===== config.mk =====
export PLATFORM = sky130hd
export DESIGN_NAME = shift_cmd_stage
export DESIGN_NICKNAME = d
export VERILOG_FILES = /design/src/rtl/shifter_pkg.sv /design/src/rtl/skid_buffer.sv /design/src/rtl/shift_cmd_stage.sv
export SDC_FILE = /design/constraint.sdc
export NUM_CORES = 1
export LEC_CHECK = 0
export ABC_AREA = 1
export BUFFER_PORTS_ARGS = -buffer_cell sky130_fd_sc_hd__buf_2
export CORE_MARGIN = 5
export CORE_UTILIZATION = 58
export CTS_CLUSTER_SIZE = 24
export DETAILED_ROUTE_END_ITERATION = 7
export PLACE_DENSITY = 0.85
export SLEW_MARGIN = 20
export SYNTH_ARGS = -nofsm -noshare
export SYNTH_HDL_FRONTEND = slang
export SYNTH_SLANG_ARGS = --single-unit

===== constraint.sdc =====
create_clock -name clk -period 3 [get_ports clk]
set_input_delay 0.9 -clock clk [delete_from_list [all_inputs] [get_ports clk]]
set_output_delay 0.9 -clock clk [all_outputs]
set_load 0.005 [all_outputs]

===== src/rtl/shifter_pkg.sv =====
// Shared encodings, command struct and the combinational command normaliser
// for the 16/32-bit multifunction shifter.
package shifter_pkg;

    localparam int DATA_W = 32;
    localparam int AMT_W  = 5;

    localparam logic [1:0] OP_ROL = 2'd0;
    localparam logic [1:0] OP_ROR = 2'd1;
    localparam logic [1:0] OP_SLL = 2'd2;
    localparam logic [1:0] OP_SRA = 2'd3;

    localparam logic W16 = 1'b0;
    localparam logic W32 = 1'b1;

    typedef struct packed {
        logic [1:0]        op;
        logic              width;
        logic [AMT_W-1:0]  amt;
        logic [DATA_W-1:0] data;
        logic              fill;
    } cmd_t;

    // Rotates become left-rotates, so the datapath only needs one rotate direction.
    function automatic cmd_t normalise(input logic [1:0]        op,
                                       input logic              width,
                                       input logic [AMT_W-1:0]  amt,
                                       input logic [DATA_W-1:0] data);
        cmd_t             c;
        logic [AMT_W-1:0] m;
        m = amt;
        if (width == W16) m[AMT_W-1] = 1'b0;
        c.op    = op;
        c.width = width;
        c.amt   = m;
        c.data  = data;
        c.fill  = 1'b0;
        if (width == W16) c.data[DATA_W-1:DATA_W/2] = '0;
        if (op == OP_ROR) begin
            c.op  = OP_ROL;
            c.amt = (~m) + 1'b1;
            if (width == W16) c.amt[AMT_W-1] = 1'b0;
        end
        if (op == OP_SRA)
            c.fill = (width == W32) ? data[DATA_W-1] : data[DATA_W/2-1];
        return c;
    endfunction

endpackage


===== src/rtl/skid_buffer.sv =====
// Two-entry valid/ready skid buffer: main output register plus one skid slot.
// in_ready is simply "skid slot empty", so it is a pure register output.
module skid_buffer #(
    parameter int W = 8
) (
    input  logic         clk,
    input  logic         rst_n,
    input  logic         in_valid,
    output logic         in_ready,
    input  logic [W-1:0] in_data,
    output logic         out_valid,
    input  logic         out_ready,
    output logic [W-1:0] out_data
);

    logic         s_valid;
    logic [W-1:0] s_data;
    logic         acc;

    assign in_ready = ~s_valid;
    assign acc      = in_valid & ~s_valid;

    always_ff @(posedge clk or negedge rst_n) begin
        if (!rst_n) begin
            out_valid <= 1'b0;
            out_data  <= '0;
            s_valid   <= 1'b0;
            s_data    <= '0;
        end else if (s_valid) begin
            // skid full implies main full; drain skid into main on consume
            if (out_ready) begin
                out_data <= s_data;
                s_valid  <= 1'b0;
            end
        end else if (!out_valid || out_ready) begin
            out_valid <= acc;
            if (acc) out_data <= in_data;
        end else if (acc) begin
            s_valid <= 1'b1;
            s_data  <= in_data;
        end
    end

endmodule


===== src/rtl/shift_cmd_stage.sv =====
// Command-normalisation stage ahead of the rotate/shift datapath: normalises
// each accepted command and presents it through a 2-entry skid buffer.
module shift_cmd_stage #(
    parameter int DATA_W = 32,
    parameter int AMT_W  = 5,
    parameter int CNT_W  = 16
) (
    input  logic              clk,
    input  logic              rst_n,
    input  logic              in_valid,
    output logic              in_ready,
    input  logic [1:0]        in_op,
    input  logic              in_width,
    input  logic [AMT_W-1:0]  in_amt,
    input  logic [DATA_W-1:0] in_data,
    output logic              out_valid,
    input  logic              out_ready,
    output logic [1:0]        out_op,
    output logic              out_width,
    output logic [AMT_W-1:0]  out_amt,
    output logic [DATA_W-1:0] out_data,
    output logic              out_fill,
    output logic [CNT_W-1:0]  cmd_count
);
    import shifter_pkg::*;

    cmd_t n_cmd;
    cmd_t o_cmd;

    assign n_cmd = normalise(in_op, in_width, in_amt, in_data);

    skid_buffer #(.W($bits(cmd_t))) u_skid (
        .clk       (clk),
        .rst_n     (rst_n),
        .in_valid  (in_valid),
        .in_ready  (in_ready),
        .in_data   (n_cmd),
        .out_valid (out_valid),
        .out_ready (out_ready),
        .out_data  (o_cmd)
    );

    assign out_op    = o_cmd.op;
    assign out_width = o_cmd.width;
    assign out_amt   = o_cmd.amt;
    assign out_data  = o_cmd.data;
    assign out_fill  = o_cmd.fill;

    always_ff @(posedge clk or negedge rst_n) begin
        if (!rst_n) cmd_count <= '0;
        else if (out_valid && out_ready) cmd_count <= cmd_count + 1'b1;
    end

endmodule


==> results of run 1 <==
==> stage by stage <==
step	setup slack, ps	utilization, %	hold WS (ps)
3_3_place_gp	878.2	65.90	461.7
3_5_place_dp	751.2	65.90	460.1
5_1_grt	958.6	68.68	507.0
4_1_cts	1079	68.68	484.9
2_1_floorplan	1350	-	449.2
6_report	1084	68.68	482.1
==> logic make-up (layout without fill, tap and decap cells) <==
group | count (synthesis) | after routing | share of synthesized area [%]
AND/OR/NAND/NOR | 277 | 277 | 25.07
AO/OA/AOI/OAI | 88 | 88 | 10.58
flip-flops | 100 | 100 | 56.15
adder cells (fa/ha/maj) | 2 | 2 | 0.5614
buffers and inverters | 54 | 152 | 5.671
XOR/XNOR | 10 | 10 | 1.965
==> cell usage after synthesis (2+ instances only) <==
cell | number | area, um^2
xor2_1 | 4 | 35.03
buf_4 | 4 | 30.03
nor3_1 | 2 | 10.01
inv_1 | 23 | 86.33
clkbuf_1 | 6 | 22.52
inv_2 | 3 | 11.26
o21ai_1 | 29 | 145.1
nand3_1 | 9 | 45.04
o21ai_0 | 31 | 155.2
nand4_1 | 2 | 12.51
ha_1 | 2 | 25.02
a21oi_1 | 7 | 35.03
buf_2 | 13 | 65.06
a31oi_1 | 20 | 125.1
buf_6 | 2 | 22.52
nand2_2 | 3 | 18.77
nor2_1 | 39 | 146.4
nand3b_1 | 2 | 15.01
dfrtp_1 | 100 | 2502
nand2_1 | 215 | 807.0
xnor2_1 | 6 | 52.55
==> sequential cells by signal, summed over array words and instances (netlist names) <==
| name | flops |
|---|---|
| cmd_count | 16 |
| u_skid.out_data | 41 |
| u_skid.out_valid | 1 |
| u_skid.s_data | 41 |
| u_skid.s_valid | 1 |
==> area by class of cell <==
type	instances	area [um^2]
fill	639	2382
clock buffer	12	155.1
tap	102	127.6
clock inverter	4	56.30
inverter	27	103.9
sequential	100	2502
timing repair buffer	109	578.1
multi-input combinational	377	1702
==> layer usage <==
layer	up-vias	routed length (um)	share of wire [%]	track usage (%)
li1	1875	-	-	-
met1	1774	4446	45	29.72
met2	119	4659	47	35.06
met3	22	586	5.9	4.379
met4	0	200	2.0	6.709
met5	-	0	0	0
==> power by group through the flow <==
stage | Combinational [mW] | Clock (mW) | Sequential, mW
3_3_place_gp | 0.829 | 0 | 1.89
6_report | 0.857 | 0.889 | 1.88
3_5_place_dp | 0.873 | 0 | 1.90
2_1_floorplan | 0.502 | 0 | 1.88
4_1_cts | 0.875 | 0.912 | 1.87
5_1_grt | 0.987 | 0.965 | 1.92
==> final timing paths <==
path / start / to / slack (ps) / cells past startpoint
max reg2reg: u_skid.s_valid / u_skid.out_data[4] / 1300 / 5
max: u_skid.s_valid / in_ready / 1080 / 2
max in group asynchronous: rst_n / u_skid.out_data[32] / 1730 / 2
min: u_skid.out_data[37] / u_skid.out_data[37] / 480 / 2
min reg2reg: u_skid.out_data[37] / u_skid.out_data[37] / 480 / 2
min in group asynchronous: rst_n / u_skid.out_data[29] / 620 / 1
==> worst reg2reg max path, delay by kind of cell (launching register included) <==
kind | cells | cell delay [ps]
simple gates | 2 | 300
flops | 1 | 460
compound gates | 2 | 350
buf+inv | 1 | 530
==> metrics.cfg, run 1 <==
[cts]
cts_sinks=100
ctsHoldBuffers=0
cts_tree=yes
clock_latency_ps=360
numCtsBuffers=9
cts-resized-gates=0
cts_buffer_depth=2
post-cts-setup-buffers=0
cts-htree-levels=3
clock-root-buffer=clkbuf_8
path_clk_slew_ps=90

[detailed_routing]
initialDrtViolationCount=230
drcViolationCount=0
viasPerCell=5.185
drtAntennaViolNets=0
vias=3790
drtPass1Iterations=5
wl_um=9892
drt-wirelength-per-cell_um=13.53

[final_layout]
diodes=0
stdcell_area_um2=5225
area_growth_pct=17.24
final_nets=670
final_common_cell=nand2_1
drive_gt1_share_pct=21.62
mostFrequentLayoutCells=nand2_1, buf_2, dfrtp_1
final_cell_count_no_fill=731

[power_and_ir_drop]
p_int_mw=2.478
p_sw_mw=1.144
pwr-share-comb_pct=23.7
power_mw=3.622
power_density_nw_per_um2=693.2
seqPwrFrac_pct=51.8
irDropWorstVdd_v=0.0004355
leakage_nw=2.785
clkPwrFrac_pct=24.5
switching_share_pct=31.58

[grt]
grt_pass1_wl_um=17110
grt_pass1_vias=3667
antenna_found_initial=0
overflow=0
grt_usage_pct=21.70
grt_max_degree=62

[floorplan]
die_y_um=97.66
dieArea_um2=9537
io_pins=103
initial_utilization_pct=58.59
die_x_um=97.66
rows=32
coreArea_um2=7607

[setup_path]
cp.buffers_inverters=2
critPathTopFamily=flip-flops
cp-end-kind=output pin
cp.required_ps=2100
slowest_delay_ps=460
slowest_stage=dfrtp_1
path_class=reg2out
critPathArrivalTime_ps=1020
cp_cell_sequence=inv_4 -> buf_2
cp_max_fo=5
startpoint_type=flop

[yosys]
postSynthAreaPerCell_um2=8.393
syn_nets=577
syn_inst=531
yosys_warnings=0
synth_edf_count=0
synth_seq_cells=100
synthArstFlopShare_pct=100.0
synth_cell_types=30
synth_area_um2=4457
ys_seq_area_share_pct=56.15
synthFlopType=dfrtp_1

[run]
max-cap-violations=0

[sta]
final_hold_viol_count=0
setup_viol=0
final.min_clock_period_ps=1916
slew_headroom_pct=48.10
max_freq_ghz=0.5219
fin_crit_sh_pct=63.87
tightest_slew_ps=778.4
rsz0062_at_grt=false
maxSlewViolCount=0
finalSetupTns_ps=0
skew_ps=10.70

[placement]
port_buffers=102
placed_area_um2=5014
dp_cells=715
globalplace.congestion=0.8156
hpwl_um=6926

[outcome]
status=completed

[hold_path]
hp-class=reg2reg

(Power assumes the default switching activity.)
==> run 2: changes to the inputs <==
--- a/config.mk
+++ b/config.mk
@@ -8,10 +8,10 @@
 export ABC_AREA = 1
 export BUFFER_PORTS_ARGS = -buffer_cell sky130_fd_sc_hd__buf_2
 export CORE_MARGIN = 5
-export CORE_UTILIZATION = 58
+export CORE_UTILIZATION = 54
 export CTS_CLUSTER_SIZE = 24
 export DETAILED_ROUTE_END_ITERATION = 7
-export PLACE_DENSITY = 0.85
+export PLACE_DENSITY = 0.8
 export SLEW_MARGIN = 20
 export SYNTH_ARGS = -nofsm -noshare
 export SYNTH_HDL_FRONTEND = slang
==> constraint.sdc (replaced) <==
create_clock -name clk -period 1.9 [get_ports clk]
set_input_delay 0.57 -clock clk [delete_from_list [all_inputs] [get_ports clk]]
set_output_delay 0.57 -clock clk [all_outputs]
set_load 0.005 [all_outputs]
==> metrics.cfg, run 2 (synthesis results as in run 1) <==
[sta]
rsz0062_at_grt=false
final.min_clock_period_ps=1781
slew_headroom_pct=58.02
finalSetupTns_ps=0
tightest_slew_ps=628.7
skew_ps=8.058
setup_viol=0
fin_crit_sh_pct=93.75
max_freq_ghz=0.5614
worst_slack_ps=118.7
fin_hold_ws_ps=126.3
maxSlewViolCount=0
final_hold_viol_count=0

[final_layout]
stdcell_area_um2=5258
final_nets=671
final_util_pct=64.64
area_growth_pct=17.97
final_common_cell=nand2_1
final_cell_count_no_fill=735
diodes=0
mostFrequentLayoutCells=nand2_1, buf_2, dfrtp_1
reg_top3=u_skid.out_data x41, u_skid.s_data x41, cmd_count x16
drive_gt1_share_pct=21.90

[cts]
numCtsBuffers=9
clock_latency_ps=350
path_clk_slew_ps=100
cts_buffer_depth=2
ctsHoldBuffers=0
cts_tree=yes
post-cts-setup-buffers=0
cts_sinks=100
cts-resized-gates=0
cts-htree-levels=3
clock-root-buffer=clkbuf_8

[placement]
port_buffers=102
pre_cts_ws_ps=168.1
globalplace.congestion=0.7760
hpwl_um=7061
dp_cells=719
placed_area_um2=5037

[detailed_routing]
vias=3778
wl_um=9999
initialDrtViolationCount=197
viasPerCell=5.140
drcViolationCount=0
drtPass1Iterations=4
drtAntennaViolNets=0
drt-wirelength-per-cell_um=13.60

[power_and_ir_drop]
power_density_nw_per_um2=1101
power_mw=5.790
irDropWorstVdd_v=0.0007445
leakage_nw=2.796

[setup_path]
r2r-start=u_skid.s_valid
path_class=reg2out
r2r_setup_slack_ps=200
cp.required_ps=1330
cp-end-kind=output pin
cp-startpoint=u_skid.s_valid
cp_max_fo=24
startpoint_type=flop
critPathArrivalTime_ps=1210

[run]
max-cap-violations=0

[floorplan]
rows=33
die_y_um=100.8
die_x_um=100.8
coreArea_um2=8134
io_pins=103
dieArea_um2=10170
initial_utilization_pct=54.79

[grt]
grt.met2_usage_pct=32.96
grt_max_degree=42
antenna_found_initial=0
top_usage_layer=met2
grt_usage_pct=20.52
use_met1_pct=28.18
grt_pass1_vias=3645
overflow=0
met3_usage_pct=2.630
grt_pass1_wl_um=16740

[hold_path]
hp-class=in2async

[outcome]
status=completed

run 2: cell count changes in the layout (fill, tap and decap cells not counted), sizes merged:
cell      before  now
clkinv         2    1
clkinvlp       0    1
buf          109  110
run 2: cell type report:
type	instances	area, um^2
fillers	691	2877
clock buffers	12	165.2
multi-input cells	377	1702
flip-flops and latches	100	2502
well taps	105	131.4
clock inverters	4	55.05
inverters	27	103.9
repair buffers	110	598.1
run 2: worst max-delay path, stage by stage, from the launching register on:
cell and delay, ps:
dfrtp_1 470, inv_4 230, buf_2 160
run 2: power breakdown:
group	leakage [nW]	internal, mW	total (mW)	switching, mW
clock network	0.109	0.725	1.46	0.735
registers	1.24	2.64	2.97	0.331
logic	1.45	0.589	1.36	0.772
run 2: per-layer routing:
metal	part of all wire, %	up-vias
met5	0	-
met4	2.6	0
met3	6.0	21
met2	47	116
met1	44	1766
li1	-	1875
run 2: path summary, 6_finish.rpt:
path                            cells after the start                  end
worst max-delay path                                2             in_ready
worst min-delay path                                1     u_skid.s_data[2]
worst max register to register                      6  u_skid.out_data[33]
worst min register to register                      2     u_skid.s_data[3]
max in group asynchronous                           2    u_skid.s_data[21]
min in group clk                                    3    u_skid.s_data[14]
